--- src/rtl/tmds_pkg.sv ---
// tmds_pkg: TMDS control tokens, word classification/decoding helpers and the
// alignment FSM state type shared by the TMDS transmit and receive paths.
package tmds_pkg;

   localparam logic [9:0] TMDS_CTRL_00 = 10'b1101010100;
   localparam logic [9:0] TMDS_CTRL_01 = 10'b0010101011;
   localparam logic [9:0] TMDS_CTRL_10 = 10'b0101010100;
   localparam logic [9:0] TMDS_CTRL_11 = 10'b1010101011;

   typedef enum logic [1:0] {
      ST_SEARCH,
      ST_SLIP,
      ST_WAIT,
      ST_LOCKED
   } tmds_state_e;

   function automatic logic tmds_is_ctrl(input logic [9:0] q);
      return q inside {TMDS_CTRL_00, TMDS_CTRL_01, TMDS_CTRL_10, TMDS_CTRL_11};
   endfunction

   function automatic logic [1:0] tmds_ctrl_bits(input logic [9:0] q);
      return (q == TMDS_CTRL_01) ? 2'b01 :
             (q == TMDS_CTRL_10) ? 2'b10 :
             (q == TMDS_CTRL_11) ? 2'b11 : 2'b00;
   endfunction

   // Undo the optional inversion (bit 9), then the XOR/XNOR chain (bit 8).
   function automatic logic [7:0] tmds_decode_data(input logic [9:0] q);
      logic [7:0] d;
      logic [7:0] o;
      d = q[9] ? ~q[7:0] : q[7:0];
      o[0] = d[0];
      for (int i = 1; i < 8; i++)
         o[i] = q[8] ? d[i] ^ d[i-1] : ~(d[i] ^ d[i-1]);
      return o;
   endfunction

endpackage

--- src/rtl/tmds_channel_decoder.sv ---
// tmds_channel_decoder: word-aligns one TMDS lane via bitslip on control-token
// runs and decodes aligned words into DE, control bits and pixel data.
module tmds_channel_decoder
   import tmds_pkg::*;
#(
   parameter int unsigned ALIGN_TOKENS  = 16,
   parameter int unsigned SEARCH_CYCLES = 4096,
   parameter int unsigned BITSLIP_WAIT  = 8,
   parameter int unsigned LOCK_TIMEOUT  = 4096
) (
   input  logic       clock,
   input  logic       reset,
   input  logic [9:0] tmds_in,
   output logic       bitslip,
   output logic       aligned,
   output logic       video_de,
   output logic [1:0] video_ctrl,
   output logic [7:0] video_data
);

   localparam int RW = $clog2(ALIGN_TOKENS + 1);
   localparam int SW = $clog2(SEARCH_CYCLES + 1);
   localparam int WW = $clog2(BITSLIP_WAIT + 1);
   localparam int TW = $clog2(LOCK_TIMEOUT + 1);

   tmds_state_e   state_q, state_d;
   logic [9:0]    s1_q;
   logic [RW-1:0] run_q, run_d;
   logic [SW-1:0] search_q, search_d;
   logic [WW-1:0] wait_q, wait_d;
   logic [TW-1:0] tmo_q, tmo_d;
   logic          bitslip_q, bitslip_d;
   logic          aligned_q, aligned_d;
   logic          de_q, de_d;
   logic [1:0]    ctrl_q, ctrl_d;
   logic [7:0]    data_q, data_d;
   logic          tok, run_done, search_done, wait_done, tmo_done;

   assign tok         = tmds_is_ctrl(s1_q);
   assign run_done    = tok && run_q == RW'(ALIGN_TOKENS - 1);
   assign search_done = search_q == SW'(SEARCH_CYCLES - 1);
   assign wait_done   = wait_q == WW'(BITSLIP_WAIT - 1);
   assign tmo_done    = !tok && tmo_q == TW'(LOCK_TIMEOUT - 1);

   always_ff @(posedge clock or posedge reset) begin
      if (reset) begin
         state_q   <= ST_SEARCH;
         s1_q      <= '0;
         run_q     <= '0;
         search_q  <= '0;
         wait_q    <= '0;
         tmo_q     <= '0;
         bitslip_q <= 1'b0;
         aligned_q <= 1'b0;
         de_q      <= 1'b0;
         ctrl_q    <= '0;
         data_q    <= '0;
      end else begin
         state_q   <= state_d;
         s1_q      <= tmds_in;
         run_q     <= run_d;
         search_q  <= search_d;
         wait_q    <= wait_d;
         tmo_q     <= tmo_d;
         bitslip_q <= bitslip_d;
         aligned_q <= aligned_d;
         de_q      <= de_d;
         ctrl_q    <= ctrl_d;
         data_q    <= data_d;
      end
   end

   // Lock is tested before the search timeout so a simultaneous finish locks.
   always_comb begin
      state_d = state_q;
      case (state_q)
         ST_SEARCH: state_d = run_done ? ST_LOCKED : search_done ? ST_SLIP : ST_SEARCH;
         ST_SLIP:   state_d = ST_WAIT;
         ST_WAIT:   state_d = wait_done ? ST_SEARCH : ST_WAIT;
         ST_LOCKED: state_d = tmo_done ? ST_SEARCH : ST_LOCKED;
         default:   state_d = ST_SEARCH;
      endcase
   end

   // Counters idle at zero outside their state, so every entry starts clean.
   always_comb begin
      run_d    = (state_q != ST_SEARCH || !tok) ? '0 :
                 (run_q == RW'(ALIGN_TOKENS)) ? run_q : run_q + RW'(1);
      search_d = (state_q != ST_SEARCH) ? '0 :
                 (search_q == SW'(SEARCH_CYCLES)) ? search_q : search_q + SW'(1);
      wait_d   = (state_q != ST_WAIT) ? '0 :
                 (wait_q == WW'(BITSLIP_WAIT)) ? wait_q : wait_q + WW'(1);
      tmo_d    = (state_q != ST_LOCKED || tok) ? '0 :
                 (tmo_q == TW'(LOCK_TIMEOUT)) ? tmo_q : tmo_q + TW'(1);
   end

   always_comb begin
      bitslip_d = state_d == ST_SLIP;
      aligned_d = state_d == ST_LOCKED;
      de_d      = aligned_d && !tok;
      ctrl_d    = !aligned_d ? 2'b00 : tok ? tmds_ctrl_bits(s1_q) : ctrl_q;
      data_d    = de_d ? tmds_decode_data(s1_q) : 8'h00;
   end

   assign bitslip    = bitslip_q;
   assign aligned    = aligned_q;
   assign video_de   = de_q;
   assign video_ctrl = ctrl_q;
   assign video_data = data_q;

endmodule

--- config.mk ---
export PLATFORM = sky130hd
export DESIGN_NAME = tmds_channel_decoder
export DESIGN_NICKNAME = d
export VERILOG_FILES = /design/src/rtl/tmds_pkg.sv /design/src/rtl/tmds_channel_decoder.sv
export SDC_FILE = /design/constraint.sdc
export NUM_CORES = 1
export LEC_CHECK = 0
export ABC_AREA = 1
export CAP_MARGIN = 20
export CORE_MARGIN = 2
export CORE_UTILIZATION = 50
export DETAILED_ROUTE_END_ITERATION = 7
export GPL_ROUTABILITY_DRIVEN = 0
export HOLD_SLACK_MARGIN = 0.1
export PLACE_DENSITY_LB_ADDON = 0.3
export SLEW_MARGIN = 10
export SYNTH_ARGS = -nofsm -noshare
export SYNTH_HDL_FRONTEND = slang
export SYNTH_SLANG_ARGS = --single-unit
export TNS_END_PERCENT = 1
--- constraint.sdc ---
create_clock -name clock -period 1.8 [get_ports clock]
set_input_delay 0.45 -clock clock [delete_from_list [all_inputs] [get_ports clock]]
set_output_delay 0.45 -clock clock [all_outputs]
set_load 0.1 [all_outputs]
Word level (Yosys, flattened, before mapping)
Cells that the tools add are included.
Widths: inputs -> output; s select.
{"block": "word_totals", "ff_bits": 60, "word_cells": 90, "inputBits": 12}
{"block": "op_classes", "bitwise": 15, "n_mux": 27, "add_sub_neg": 4, "n_eq_ne": 24, "n_reduce_logical": 9}
{"op": "$mux 13", "n": 4}
{"op": "$add 13x1->13 const B", "n": 2}
{"op": "$eq 13x12->1 const B", "n": 2}
{"op": "$eq 13x13->1 const B", "n": 2}
{"op": "$eq 10x10->1 const B", "n": 2}
{"op": "$mux 2", "n": 8}
{"op": "$mux 8", "n": 2}
{"op": "$ne 2x2->1 const B", "n": 6}
{"op": "$eq 10x8->1 const B", "n": 1}
{"op": "$eq 10x9->1 const B", "n": 1}
{"op": "$mux 5", "n": 2}
{"op": "$mux 1", "n": 8}
{"op": "$mux 4", "n": 2}
{"op": "$not 8->8", "n": 1}
{"op": "$pmux 2 s4", "n": 1}
{"op": "$not 1->1", "n": 7}
{"op": "$xor 1x1->1", "n": 7}
{"op": "$eq 2x2->1 const B", "n": 3}
{"op": "$add 5x1->5 const B", "n": 1}
{"op": "$eq 5x4->1 const B", "n": 1}
{"op": "$eq 5x5->1 const B", "n": 1}
{"op": "$add 4x1->4 const B", "n": 1}
{"op": "$eq 2x1->1 const B", "n": 2}
{"op": "$eq 4x3->1 const B", "n": 1}
{"op": "other kinds (8)", "n": 11}

Depth between registers and ports, before layout
{"block": "depth", "depth_word": 9, "mapped_depth": 12, "depth_no_buf": 12}

Worst setup path after synthesis
OpenSTA, ideal clock, no wires.
{"block": "synth_timing", "kind": "register to register", "start": "register s1_q[6]", "end": "register data_q[0] (netlist: video_data[0])", "path_stages_with_launch": 13, "arrival_ns": 1.435, "path_buffers": 0, "setup_time_ns": 0.072, "slack_ns": 0.293, "path_cell_list": "dfrtp_1 -> inv_1 -> ha_1 -> nand2_1 -> nor2_1 -> nand2_2 -> nand2_4 -> inv_4 -> nand2_2 -> nand2_4 -> nand3_4 -> nand3_4 -> nor2_2"}
{"block": "synth_via", "elab_chain_cells": 9, "elab_cells_between_ends": 14, "cone_classes": "eq/ne (5); mux (4); reduce/logical (5)"}
{"element": "start: declaration", "line_no": "tmds_channel_decoder.sv:27", "text": "logic [9:0] s1_q;"}
{"element": "start signal: assignment", "line_no": "tmds_channel_decoder.sv:60", "text": "s1_q <= tmds_in;"}
{"element": "$eq 10x10->1 (tied with other cells)", "line_no": "tmds_pkg.sv:18", "text": "return q inside {TMDS_CTRL_00, TMDS_CTRL_01, TMDS_CTRL_10, TMDS_CTRL_11};"}
{"element": "$reduce_bool 4->1 (*)", "line_no": "tmds_pkg.sv:18"}
{"element": "$logic_not 1->1", "line_no": "tmds_channel_decoder.sv:43", "text": "assign tmo_done = !tok && tmo_q == TW'(LOCK_TIMEOUT - 1);"}
{"element": "$logic_and 1x1->1", "line_no": "tmds_channel_decoder.sv:43"}
{"element": "$mux 2", "line_no": "tmds_channel_decoder.sv:80", "text": "ST_LOCKED: state_d = tmo_done ? ST_SEARCH : ST_LOCKED;"}
{"element": "$pmux 2 s4 (*)", "line_no": "tmds_channel_decoder.sv:76", "text": "case (state_q)"}
{"element": "named net state_d[1]", "line_no": "tmds_channel_decoder.sv:26", "text": "tmds_state_e state_q, state_d;"}
{"element": "$eq 2x2->1 (*)", "line_no": "tmds_channel_decoder.sv:99", "text": "aligned_d = state_d == ST_LOCKED;"}
{"element": "$logic_and 1x1->1 (*)", "line_no": "tmds_channel_decoder.sv:100", "text": "de_d = aligned_d && !tok;"}
{"element": "$mux 8 (*)", "line_no": "tmds_channel_decoder.sv:102", "text": "data_d = de_d ? tmds_decode_data(s1_q) : 8'h00;"}
{"element": "named net data_d[0]", "line_no": "tmds_channel_decoder.sv:36", "text": "logic [7:0] data_q, data_d;"}
{"element": "end signal: assignment", "line_no": "tmds_channel_decoder.sv:69", "text": "data_q <= data_d;"}
{"element": "end: declaration", "line_no": "tmds_channel_decoder.sv:36"}
Mark *: on every way through the listed nets, which the timed path passes. The rest lies on a longest branch.
A chain may end at the register's enable or synchronous reset.

Worst setup path in the final report
{"block": "layout_timing", "start": "register tmo_q[1]", "end": "register ctrl_q[1] (netlist: video_ctrl[1])"}
{"block": "layout_via", "elab_chain_cells": 6, "elab_cells_between_ends": 7, "cone_classes": "eq/ne (3); mux (3); reduce/logical (1)"}
{"element": "start: declaration", "line_no": "tmds_channel_decoder.sv:31", "text": "logic [TW-1:0] tmo_q, tmo_d;"}
{"element": "start signal: assignment", "line_no": "tmds_channel_decoder.sv:64", "text": "tmo_q <= tmo_d;"}
{"element": "$eq 13x12->1 (*)", "line_no": "tmds_channel_decoder.sv:43"}
{"element": "$logic_and 1x1->1 (*)", "line_no": "tmds_channel_decoder.sv:43"}
{"element": "$mux 2 (*)", "line_no": "tmds_channel_decoder.sv:80"}
{"element": "$pmux 2 s4 (*)", "line_no": "tmds_channel_decoder.sv:76"}
{"element": "named net state_d[1]", "line_no": "tmds_channel_decoder.sv:26"}
{"element": "$eq 2x2->1 (*)", "line_no": "tmds_channel_decoder.sv:99"}
{"element": "$ne 2x1->1 (no source line) / $mux 2 (equally long branches)"}
{"element": "end signal: assignment", "line_no": "tmds_channel_decoder.sv:68", "text": "ctrl_q <= ctrl_d;"}
{"element": "end: declaration", "line_no": "tmds_channel_decoder.sv:35", "text": "logic [1:0] ctrl_q, ctrl_d;"}
Marks and branches as above.

==> results.json <==
{
  "tns_ns": 0,
  "final.setup.worst_slack_ns": 0.1416,
  "dr.max_layer_used": "met4",
  "synth_edf_count": 0,
  "max-vdd-ir-drop_v": 0.0005334,
  "drv_cap": 0,
  "cts_hold_buf": 0,
  "cp_max_fo": 5,
  "clock_sinks": 60,
  "p_per_area_nw_per_um2": 696.2,
  "grt_usage": 0.1971,
  "cts_max_path_buffers": 2,
  "synth_common_cells": "60 x dfrtp_1, 48 x nand2_1, 46 x inv_1, 31 x nor2_1, 21 x a21oi_1",
  "worst_slew_pin_slew_ns": 0.4818,
  "vias_per_cell": 5.054,
  "worstReg2RegEnd": "video_ctrl[1]$_DFFE_PP0P_",
  "async_flop_share": 1.000,
  "start_util": 0.5270,
  "drtPass1Iterations": 4,
  "avgSynthCellArea_um2": 8.984,
  "grt_max_degree": 22,
  "core-area_um2": 5574,
  "drv_slew": 0,
  "post_cts_buffers": 0,
  "cts_root_buf": "clkbuf_8",
  "die_h_um": 80.65,
  "synth_seq_cells": 60,
  "drt-total-wl_um": 5407,
  "yosysTopAreaCellShare": 0.5111,
  "post-dp-hpwl_um": 4014,
  "worstSkewPairLatency_ns": 0.34,
  "setup_viol": 0,
  "grt_overflow_total": 0,
  "cts.htree.levels": 3,
  "grt_setup_unrepaired": "yes",
  "cp.required_ns": 2.02,
  "grt_pass1_vias": 2310,
  "wl_per_cell_um": 12.23,
  "yosysTopAreaCell": "dfrtp_1",
  "slew_headroom": 0.6754,
  "drt_iter0_markers": 98,
  "numCtsBuffers": 9,
  "placement.io_buffers": 24,
  "critPathMaxStageDelay_ns": 0.39,
  "ctsResizeCount": 0,
  "synth_cell_type_count": 30,
  "ys_seq_area_frac": 0.5111,
  "fmax_ghz": 0.6030,
  "vias": 2234,
  "r2r-start": "tmo_q[1]$_DFFE_PP0P_",
  "antennaDiodeCount": 0,
  "p_leak_uw": 0.001678,
  "rr_worst_depth": 10,
  "ys.flop_type": "dfrtp_1",
  "startpoint_type": "flip-flop",
  "seq_area_um2": 1501,
  "synth_area_leaders": "dfrtp_1 51%, nand2_1 6.1%, inv_1 5.9%",
  "m1WireLength_um": 2396,
  "drive_gt1_frac": 0.1946,
  "cts_tree": "yes",
  "multi_input_comb_area_um2": 1247,
  "clock-skew-final_ns": 0.007499,
  "fillers": 431,
  "path_clk_slew_ns": 0.06,
  "regToRegSetupSlack_ns": 0.14,
  "syn-cell-area_um2": 2938,
  "arrival_ns": 1.88,
  "dieArea_um2": 6504,
  "ios": 25,
  "drcViolationCount": 0,
  "path_cells": "ha_1 > nand2_1 > nor2_2 > nand3_2 > nor2_2 > nand2_2 > nand2_4 > nand3_4 > nand2_1 > nor2_1",
  "chipWidth_um": 80.65,
  "crit_type": "flip-flop to flip-flop",
  "syn_to_final_growth_pct": 23.85,
  "antenna_found_initial": 0,
  "hold_viol_final": 0,
  "synthesis.nets": 350,
  "post-place-ws_ns": 0.1247,
  "netlist_instances": 327,
  "ant_nets": 0,
  "fin_hold_ws_ns": 0.4461,
  "wl_met3_um": 239,
  "yosys_warnings": 0,
  "yosysMostFrequentCell": "dfrtp_1",
  "critPathSlowestCell": "dfrtp_1",
  "hp-class": "input port to asynchronous set/reset pin",
  "rows": 27,
  "status": "finished clean",
  "fin_crit_ns": 1.658,
  "post-route-period-util": 0.9213,
  "grt_pass1_wl_um": 9742,
  "wl_met2_um": 2718,
  "endpoint_kind": "flip-flop",
  "fin_nets": 389
}
-- power by group --
group	total (uW)	switching [uW]	internal [uW]
clock network	1050	487	563
logic	111	58.8	52.0
registers	1370	12.2	1360
-- how the worst max path moves through the flow --
stage / start / cells after the start / end
after floorplan: s1_q[6]$_DFF_PP0_ / 12 / video_data[0]$_DFF_PP0_
after global placement: s1_q[6]$_DFF_PP0_ / 12 / video_data[6]$_DFF_PP0_
after detailed placement: s1_q[6]$_DFF_PP0_ / 12 / video_data[2]$_DFF_PP0_
after CTS: s1_q[6]$_DFF_PP0_ / 12 / video_data[4]$_DFF_PP0_
after global routing: tmo_q[0]$_DFFE_PP0P_ / 10 / aligned$_DFF_PP0_
final: tmo_q[1]$_DFFE_PP0P_ / 10 / video_ctrl[1]$_DFFE_PP0P_
-- metal layers --
metal  track usage  up-vias
li1              -     1121
met3       0.07303        7
met4       0.06610        0
met1        0.2333     1070
met2        0.3300       36
met5             0        -
-- sequential cells by signal, summed over array words and instances (netlist names), 2 cells and up --
| register | count |
|---|---|
| video_data | 8 |
| s1_q | 10 |
| search_q | 13 |
| tmo_q | 13 |
| state_q | 2 |
| video_ctrl | 2 |
| wait_q | 4 |
| run_q | 5 |
-- kinds of logic after synthesis --
logic type	share of synthesized area
flip-flops	0.5111
XOR/XNOR	0.03876
buffers and inverters	0.07112
AO/OA/AOI/OAI	0.07453
adder cells (fa/ha/maj)	0.04685
AND/OR/NAND/NOR	0.2577
-- cell type report --
type,count,area share
inverter,51,0.05433
clock buffer,13,0.04367
timing repair buffer,29,0.1190
sequential,60,0.4127
multi-input combinational,215,0.3428
clock inverter,2,0.002751
tap,72,0.02476
-- stage by stage --
stage | total power (uW) | cells | cell area (um2) | util
3_3_place_gp | 1509 | 426 | 3450 | 0.6189
6_report | 2533 | 442 | 3638 | 0.6528
4_1_cts | 2561 | 441 | 3618 | 0.6492
5_1_grt | 2634 | 442 | 3638 | 0.6528
2_1_floorplan | 1462 | 327 | 2942 | -
3_5_place_dp | 1511 | 426 | 3450 | 0.6189
-- worst max-delay path: cells and delay by family (launching register included) --
family | cells | cell delay, ns
adder cells (fa/ha/maj) | 1 | 0.19
flip-flops | 1 | 0.39
AND/OR/NAND/NOR | 9 | 0.97
-- cell usage in the layout, fill, tap and decap left out, types with 6 or more instances in the layout --
cell type / count
a21oi_1: 21
buf_12: 15
clkbuf_8: 11
clkdlybuf4s50_1: 11
dfrtp_1: 60
ha_1: 10
inv_1: 45
nand2_1: 48
nand2_2: 8
nand3_1: 14
nor2_1: 31
nor2_2: 14
nor3_1: 10
nor4_1: 6
o21ai_0: 15
xor2_1: 8
Power figures use the tool's default switching activity.
